**src/rtl/mtime_counter_if.sv**
```systemverilog
// Register bus for mtime_counter: single-cycle read/write strobes, no wait states.
interface mtime_counter_if;
    // mem_we/mem_re are one-cycle strobes qualified by mem_addr; the slave never
    // stalls, writes commit on the strobe's clock edge and mem_rdata is valid
    // combinationally in the same cycle as mem_re (0 when not selected).
    logic [31:0] mem_addr;
    logic [31:0] mem_wdata;
    logic        mem_we;
    logic        mem_re;
    logic [31:0] mem_rdata;

    modport master (
        output mem_addr,
        output mem_wdata,
        output mem_we,
        output mem_re,
        input  mem_rdata
    );

    modport slave (
        input  mem_addr,
        input  mem_wdata,
        input  mem_we,
        input  mem_re,
        output mem_rdata
    );
endinterface

```
**src/rtl/mtime_counter.sv**
```systemverilog
// 48-bit machine time base with prescaler and coherent LO/HI readback.
// Optional: define MTIME_DBG_HALT_EN to add a dbg_halt input that freezes counting.
module mtime_counter #(
    parameter logic [31:0] BASE_ADDR      = 32'h4000_2100,
    parameter int          PRESCALE_W     = 16,
    parameter int          RESET_PRESCALE = 0
) (
    input  logic           clk,
    input  logic           rst_n,
`ifdef MTIME_DBG_HALT_EN
    input  logic           dbg_halt,
`endif
    mtime_counter_if.slave bus,
    output logic [47:0]    mtime,
    output logic           mtime_tick
);
    localparam logic [3:0] OFF_LO   = 4'h0;
    localparam logic [3:0] OFF_HI   = 4'h4;
    localparam logic [3:0] OFF_PRE  = 4'h8;
    localparam logic [3:0] OFF_CTRL = 4'hC;

    logic                  sel;
    logic [3:0]            off;
    logic                  wr_lo;
    logic                  wr_hi;
    logic                  wr_pre;
    logic                  wr_ctrl;
    logic                  rd_lo;
    logic                  halt;
    logic                  en;
    logic [15:0]           hi_shadow;
    logic [PRESCALE_W-1:0] prescale;
    logic [PRESCALE_W-1:0] pcnt;
    logic                  unused_addr_bits;

    assign sel              = (bus.mem_addr[31:8] == BASE_ADDR[31:8]);
    assign off              = bus.mem_addr[3:0];
    assign unused_addr_bits = ^bus.mem_addr[7:4];

    assign wr_lo   = sel && bus.mem_we && (off == OFF_LO);
    assign wr_hi   = sel && bus.mem_we && (off == OFF_HI);
    assign wr_pre  = sel && bus.mem_we && (off == OFF_PRE);
    assign wr_ctrl = sel && bus.mem_we && (off == OFF_CTRL);
    assign rd_lo   = sel && bus.mem_re && (off == OFF_LO);

`ifdef MTIME_DBG_HALT_EN
    assign halt = dbg_halt;
`else
    assign halt = 1'b0;
`endif

    always_ff @(posedge clk or negedge rst_n) begin
        if (!rst_n) begin
            mtime      <= '0;
            mtime_tick <= 1'b0;
            pcnt       <= '0;
            prescale   <= PRESCALE_W'(RESET_PRESCALE);
            en         <= 1'b1;
            hi_shadow  <= '0;
        end else begin
            mtime_tick <= 1'b0;
            // A software write to either half suppresses this cycle's increment.
            if (wr_lo || wr_hi) begin
                if (wr_lo) mtime[31:0]  <= bus.mem_wdata;
                if (wr_hi) mtime[47:32] <= bus.mem_wdata[15:0];
                pcnt <= '0;
            end else if (en && !halt) begin
                if (pcnt == prescale) begin
                    pcnt       <= '0;
                    mtime      <= mtime + 48'd1;
                    mtime_tick <= 1'b1;
                end else begin
                    pcnt <= pcnt + 1'b1;
                end
            end else if (!en) begin
                pcnt <= '0;
            end

            // New prescale restarts the phase; the increment already due still lands.
            if (wr_pre) begin
                prescale <= bus.mem_wdata[PRESCALE_W-1:0];
                pcnt     <= '0;
            end
            if (wr_ctrl) en <= bus.mem_wdata[0];

            // Pre-increment high half, so LO-then-HI reads never straddle a carry.
            if (rd_lo) hi_shadow <= mtime[47:32];
        end
    end

    always_comb begin
        bus.mem_rdata = '0;
        if (sel && bus.mem_re) begin
            case (off)
                OFF_LO:   bus.mem_rdata = mtime[31:0];
                OFF_HI:   bus.mem_rdata = {16'h0, hi_shadow};
                OFF_PRE:  bus.mem_rdata = 32'(prescale);
                OFF_CTRL: bus.mem_rdata = {31'h0, en};
                default:  bus.mem_rdata = '0;
            endcase
        end
    end
endmodule

```
**src/flat_wrapper.sv**
```systemverilog
// flat-port wrapper written by rule: the top's interface ports become plain ports
module mtime_counter_flat 
#(
    parameter logic [31:0] BASE_ADDR      = 32'h4000_2100,
    parameter int          PRESCALE_W     = 16,
    parameter int          RESET_PRESCALE = 0
)
  (clk, rst_n, mtime, mtime_tick, bus_mem_addr, bus_mem_wdata, bus_mem_we, bus_mem_re, bus_mem_rdata);
  mtime_counter_if bus_i ();
  input  logic clk;
  input  logic rst_n;
  output logic [47:0] mtime;
  output logic mtime_tick;
  input wire logic [$bits(bus_i.mem_addr)-1:0] bus_mem_addr;
  input wire logic [$bits(bus_i.mem_wdata)-1:0] bus_mem_wdata;
  input wire logic [$bits(bus_i.mem_we)-1:0] bus_mem_we;
  input wire logic [$bits(bus_i.mem_re)-1:0] bus_mem_re;
  output wire logic [$bits(bus_i.mem_rdata)-1:0] bus_mem_rdata;
  assign bus_i.mem_addr = bus_mem_addr;
  assign bus_i.mem_wdata = bus_mem_wdata;
  assign bus_i.mem_we = bus_mem_we;
  assign bus_i.mem_re = bus_mem_re;
  assign bus_mem_rdata = bus_i.mem_rdata;
  mtime_counter #(.BASE_ADDR(BASE_ADDR), .PRESCALE_W(PRESCALE_W), .RESET_PRESCALE(RESET_PRESCALE)) u_core (.clk(clk), .rst_n(rst_n), .bus(bus_i), .mtime(mtime), .mtime_tick(mtime_tick));
endmodule
```
**config.mk**
```make
export PLATFORM = sky130hd
export DESIGN_NAME = mtime_counter_flat
export DESIGN_NICKNAME = d
export VERILOG_FILES = /design/src/rtl/mtime_counter_if.sv /design/src/rtl/mtime_counter.sv /design/src/flat_wrapper.sv
export SDC_FILE = /design/constraint.sdc
export NUM_CORES = 1
export LEC_CHECK = 0
export ABC_AREA = 1
export CORE_MARGIN = 2
export CORE_UTILIZATION = 40
export CTS_CLUSTER_DIAMETER = 50
export DETAILED_ROUTE_END_ITERATION = 16
export HOLD_SLACK_MARGIN = 0.1
export PLACE_DENSITY = 0.71
export REMOVE_ABC_BUFFERS = 1
export SLEW_MARGIN = 20
export SYNTH_ARGS = -nofsm -noshare
export SYNTH_HDL_FRONTEND = slang
export SYNTH_SLANG_ARGS = --single-unit
```
**constraint.sdc**
```tcl
create_clock -name clk -period 2.2 [get_ports clk]
set_input_delay 0.44 -clock clk [delete_from_list [all_inputs] [get_ports clk]]
set_output_delay 0.44 -clock clk [all_outputs]
set_load 0.03 [all_outputs]
```
==> results of run 1 <==
==> worst register-to-register path, cell delays in order, from the launching register on <==
cell and delay [ns]:
dfrtp_1 0.37, ha_1 0.25, inv_1 0.08, nor2_1 0.18, nand3b_1 0.19, nor2_1 0.39, nand3_1 0.12, nand3_1 0.10
nand2_1 0.06, nand2_2 0.06, nand2_1 0.06
==> cell usage after synthesis, types with 2 or more instances <==
| library cell | count |
|---|---|
| a31oi_1 | 15 |
| buf_2 | 19 |
| buf_6 | 7 |
| clkbuf_1 | 11 |
| dfrtp_1 | 97 |
| ha_1 | 2 |
| inv_1 | 102 |
| inv_2 | 9 |
| nand2_1 | 525 |
| nand2_2 | 10 |
| nand3_1 | 85 |
| nand3_2 | 4 |
| nand3_4 | 2 |
| nand3b_1 | 2 |
| nand4_1 | 14 |
| nand4_4 | 2 |
| nor2_1 | 156 |
| nor2_2 | 15 |
| nor2_4 | 6 |
| nor3_1 | 18 |
| o211ai_1 | 14 |
| o21ai_0 | 28 |
| o21ai_1 | 5 |
| o21ai_2 | 2 |
| xnor2_1 | 14 |
| xor2_1 | 22 |
==> state kept, by name, indices dropped and copies added (netlist names) <==
register           count
u_core.mtime          48
u_core.hi_shadow      16
u_core.prescale       16
u_core.mtime_tick      1
u_core.en              1
u_core.pcnt           16
==> metal layers <==
metal / global-route usage (%) / up-vias / share of wire (%)
met5: 0 / - / 0
met2: 49.6 / 344 / 49
li1: - / 4146 / -
met4: 7.07 / 0 / 2.0
met3: 3.32 / 38 / 6.7
met1: 38.0 / 3893 / 42
==> path summary, 6_finish.rpt <==
path / from / end / slack (ns) / cells past startpoint
worst max-delay path: bus_mem_addr[20] / bus_mem_rdata[0] / -0.05 / 10
worst min-delay path: u_core.hi_shadow[6] / u_core.hi_shadow[6] / 0.49 / 2
worst max register to register: u_core.mtime[0] / u_core.mtime[34] / 0.21 / 10
worst min register to register: u_core.hi_shadow[6] / u_core.hi_shadow[6] / 0.49 / 2
max in group asynchronous: rst_n / u_core.prescale[12] / 1.09 / 3
min in group asynchronous: rst_n / u_core.prescale[3] / 0.52 / 2
==> per-stage QoR <==
step                hold WS [ns]  util (%)  instances  instance area, um^2  power, mW
finish                     0.490      58.7       1643                10600       3.81
global route               0.523      58.7       1643                10600       3.91
CTS                        0.492      57.2       1640                10300       3.81
detailed placement         0.347      53.1       1604                 9600       2.09
global placement           0.350      53.1       1604                 9600       2.09
floorplan                  0.144         -       1159                 7190       1.88
==> repair_timing <==
action | in CTS | in global routing
buffers inserted | 16 | 4
cloned | 3 | 1
setup endpoints to repair | 32 | 72
pin swaps | 27 | 25
resized for setup | 168 | 61
hold buffers | 1 | 0
endpoints found under the hold margin | 17 | 0
==> cell families after synthesis <==
group / synth area share, %
and+or+nand+nor: 47.9
DFF: 33.0
adders and majority gates: 0.337
buffers and inverters: 8.99
AOI/OAI and AO/OA: 5.54
xor gates and xnor gates: 4.24
==> power breakdown <==
group / leakage (nW) / switching (mW) / internal [mW]
logic: 3.33 / 0.132 / 0.132
clock network: 0.147 / 0.746 / 1.00
registers: 1.30 / 0.0000000982 / 1.80
total: 4.77 / 0.878 / 2.93
==> final cells by class <==
type	count	area share, %
clock inverters	4	0.719
multi-input cells	948	44.4
repair buffers	239	22.8
clock buffers	12	2.23
inverters	113	4.01
flip-flops and latches	98	23.1
well taps	229	2.70
==> results.cfg, run 1 <==
[routing]
via_per_inst = 5.13
dr.first_iter.drc_count = 567
num_vias = 8421
drtPass1Iterations = 5
post_drt_wl_per_cell_um = 17.2
drtAntennaViolNets = 0
post-route-drc-count = 0
routed_wl_um = 28300

[synth]
async_reset_ff_share_pct = 100
ys_dominant_reg_cell = dfrtp_1
ys_seq_elements = 98
yosys.area.top_type = dfrtp_1
syn_avg_cell_area_um2 = 6.21
synth_edf_count = 0
yosys_warnings = 0
synth_area_leaders = dfrtp_1 33%, nand2_1 27%, nor2_1 7.9%
synthesis.area_um2 = 7430
ys_types = 38
synth_seq_area_share_pct = 33.0
yosys.area.top_type_share_pct = 32.6
synthCells = 1198

[min_path]
min_path_type = reg -> reg

[clocking]
htreeDepth = 3
clk_pin_slew_ns = 0.07
cts_buffer_depth = 2
clk_latency_ns = 0.36
cts_tree = done
cts_sinks = 98
cts_buffers = 9
clock-root-buffer = clkbuf_16

[global_route]
grt_usage_pct = 28.6
grt_antenna_before_repair = 0
grt_max_degree = 42
grt_overflow_total = 0
grt_pass1_wl_um = 43800
grt_pass1_vias = 7893

[power]
power_leakage_nw = 4.77
power.density_nw_per_um2 = 359
ir_worst_vdd_uv = 315

[outcome]
run_status = finished, violations left
violations = setup timing

[sta]
finalHoldViolCount = 0
tightest_slew_ns = 0.491
fin_tns_setup_ns = -0.426
clock.fmax_ghz = 0.445
period_needed_ns = 2.25
relSlewSlack_pct = 67.1
setup_viol = 16
slew_viol_final = 0
rsz0062_at_grt = yes
finClkSkew_ns = 0.0106
post-route-period-util_pct = 102
fin_ws_ns = -0.0470

[floorplanning]
io_pins = 149
core-area_um2 = 18100
num_rows = 49
dieArea_um2 = 19700
die_w_um = 140
die_h_um = 140
floorplan.initialDensity_pct = 41.1

[setup_path]
critPathRequiredTime_ns = 1.76
max_stage_delay_ns = 0.19
cp.buffers_inverters = 3
start_kind = primary input
crit_chain = buf_2 -> nor2_1 -> nand2_1 -> nor2_2 -> nand2_2 -> nor2_8 -> nand3_4 -> buf_6 -> a41oi_2 -> buf_6
crit_path_end_kind = output port
crit_family = simple AND/OR/NAND/NOR gates
crit_top_cell = buf_6
slowest_stage = buf_6
critPathKind = in -> out
cp.arrival_ns = 1.81
worstPathMaxFanout = 5

[layout]
regArea_um2 = 2450
multiInputGateArea_um2 = 4720
layout_common_cells = 511 x nand2_1, 133 x nor2_1, 98 x inv_1
drive_gt1_share_pct = 19.4
fin_nets = 1479
layout_commonest_cell = nand2_1
n_fill_cell = 1674
synthToLayoutAreaGrowth_pct = 42.8
num_antenna_cells = 0

[job]
drv_cap = 0

[place]
numPortBuffers = 144
gp_congestion = 1.02
place_hpwl_um = 21500
pre_cts_slack_ns = -0.486
No activity file was read; power rests on OpenSTA's default activity.
==> run 2, diff against run 1 <==
Settings changed: SKIP_CTS_REPAIR_TIMING from default to 1.
==> run 2 against run 1 <==
Non-clock buffer count decreased by 11. Hold slack about the same. Highest routed layer unchanged. Largest power group unchanged. The run still ends with setup timing left. Total power decreased by 0.38%. Fmax is 1.5% lower. Clock power about the same.
==> results.cfg, run 2 (synthesis gave the netlist of run 1 again) <==
[routing]
routed_wl_um = 28200
dr.first_iter.drc_count = 534
post_drt_wl_per_cell_um = 17.3
post-route-drc-count = 0
via_per_inst = 5.12
drtPass1Iterations = 5
drtAntennaViolNets = 0
num_vias = 8355

[layout]
num_antenna_cells = 0
drive_gt1_share_pct = 16.6
utilization_pct = 58.1
synthToLayoutAreaGrowth_pct = 41.2
largest_reg_flops = 48
layout_common_cells = 525 x nand2_1, 137 x nor2_1, 100 x inv_1
stdcell_count = 1632
fin_nets = 1468
layout_commonest_cell = nand2_1
regMostFlops = u_core.mtime
final_cell_area_um2 = 10500

[clocking]
cts_buffer_depth = 2
clock-root-buffer = clkbuf_16
clk_pin_slew_ns = 0.07
clk_latency_ns = 0.36
cts_sinks = 98
cts_tree = done
cts_buffers = 9
htreeDepth = 3

[floorplanning]
dieArea_um2 = 19700
floorplan.initialDensity_pct = 41.1
die_h_um = 140
io_pins = 149
die_w_um = 140
core-area_um2 = 18100
num_rows = 49

[global_route]
grt_max_degree = 42
grt_antenna_before_repair = 0
grt_overflow_total = 0
grt_usage_pct = 27.5
grt_pass1_vias = 7699
grt_pass1_wl_um = 42100

[min_path]
min_from = u_core.hi_shadow[10]
min_path_type = reg -> reg

[place]
numPortBuffers = 144
placed_cell_area_um2 = 9600
place_hpwl_um = 21500
gp_congestion = 1.02
placedCellCount = 1604

[setup_path]
start_kind = primary input
cp.arrival_ns = 1.84
crit_path_end_kind = output port
slowest_stage = buf_4
critPathKind = in -> out
crit_start = bus_mem_addr[30]
crit_chain = buf_6 -> inv_2 -> nor2_2 -> nand2_1 -> nor2_2 -> nand2_2 -> nor2_8 -> nand3_4 -> buf_6 -> a31oi_1 -> buf_4
worstPathMaxFanout = 5
max_stage_delay_ns = 0.20
critPathRequiredTime_ns = 1.76
reg2reg_from = u_core.mtime[0]

[power]
ir_worst_vdd_uv = 313
power.density_nw_per_um2 = 362
power_leakage_nw = 4.82

[sta]
relSlewSlack_pct = 69.3
tightest_slew_ns = 0.459
slew_viol_final = 0
rsz0062_at_grt = yes
fin_ws_ns = -0.0821
finClkSkew_ns = 0.00867
post-route-period-util_pct = 104
setup_viol = 22
finalHoldViolCount = 0
timing.hold.ws_ns = 0.489
clock.fmax_ghz = 0.438
period_needed_ns = 2.28

[job]
drv_cap = 0

[outcome]
run_status = finished, violations left
violations = setup timing
## run 2: cell types whose count changed in the layout (fill, tap and decap cells not counted), moves of 4 or more
cell            delta
buf_2             -13
buf_4              -8
buf_6              -8
clkbuf_2           +9
dlymetal6s2s_1    +15
nand2_1           +14
nand2_2           -14
nor2_1             +4
## run 2: layout make-up
| class | instances | area [um^2] |
|---|---|---|
| Clock buffer | 12 | 236 |
| Multi-Input combinational cell | 948 | 4670 |
| Timing Repair Buffer | 228 | 2350 |
| Sequential cell | 98 | 2450 |
| Tap cell | 229 | 287 |
| Clock inverter | 4 | 76.3 |
| Inverter | 113 | 425 |
| Fill cell | 1704 | 7590 |
## run 2: critical path, delay by kind of cell
family          cells  cell delay, ns
simple gates        6            0.77
buf+inv             4            0.48
compound gates      1            0.16
## run 2: power breakdown
group	leakage [nW]	switching (mW)	internal [mW]
clock network	0.147	0.739	1.00
logic	3.38	0.128	0.128
registers	1.30	0.0000000967	1.80
total	4.82	0.868	2.93
## run 2: layer usage
layer  GRT usage [%]  vias up  part of all wire, %
met2            47.2      323                   49
met5               0        -                    0
met3            3.18       40                  6.5
met4            7.18        0                  2.1
li1                -     4128                    -
met1            36.8     3864                   42
## run 2: through the flow
| stage | TNS, ns | power, mW | worst slack, ns |
|---|---|---|---|
| after global routing | -3.91 | 3.90 | -0.181 |
| after floorplan | -20.43 | 1.88 | -0.823 |
| after global placement | -23.41 | 2.09 | -0.445 |
| after CTS | -11.55 | 3.81 | -0.500 |
| final | -0.962 | 3.80 | -0.0821 |
| after detailed placement | -24.49 | 2.09 | -0.486 |
## run 2: path summary, 6_finish.rpt
check | end | slack, ns | cells after the start
worst max-delay path | bus_mem_rdata[1] | -0.08 | 11
worst min-delay path | u_core.hi_shadow[10] | 0.49 | 2
worst max register to register | u_core.mtime[34] | 0.22 | 10
worst min register to register | u_core.hi_shadow[10] | 0.49 | 2
max in group asynchronous | u_core.prescale[14] | 1.09 | 3
min in group asynchronous | u_core.prescale[3] | 0.52 | 2
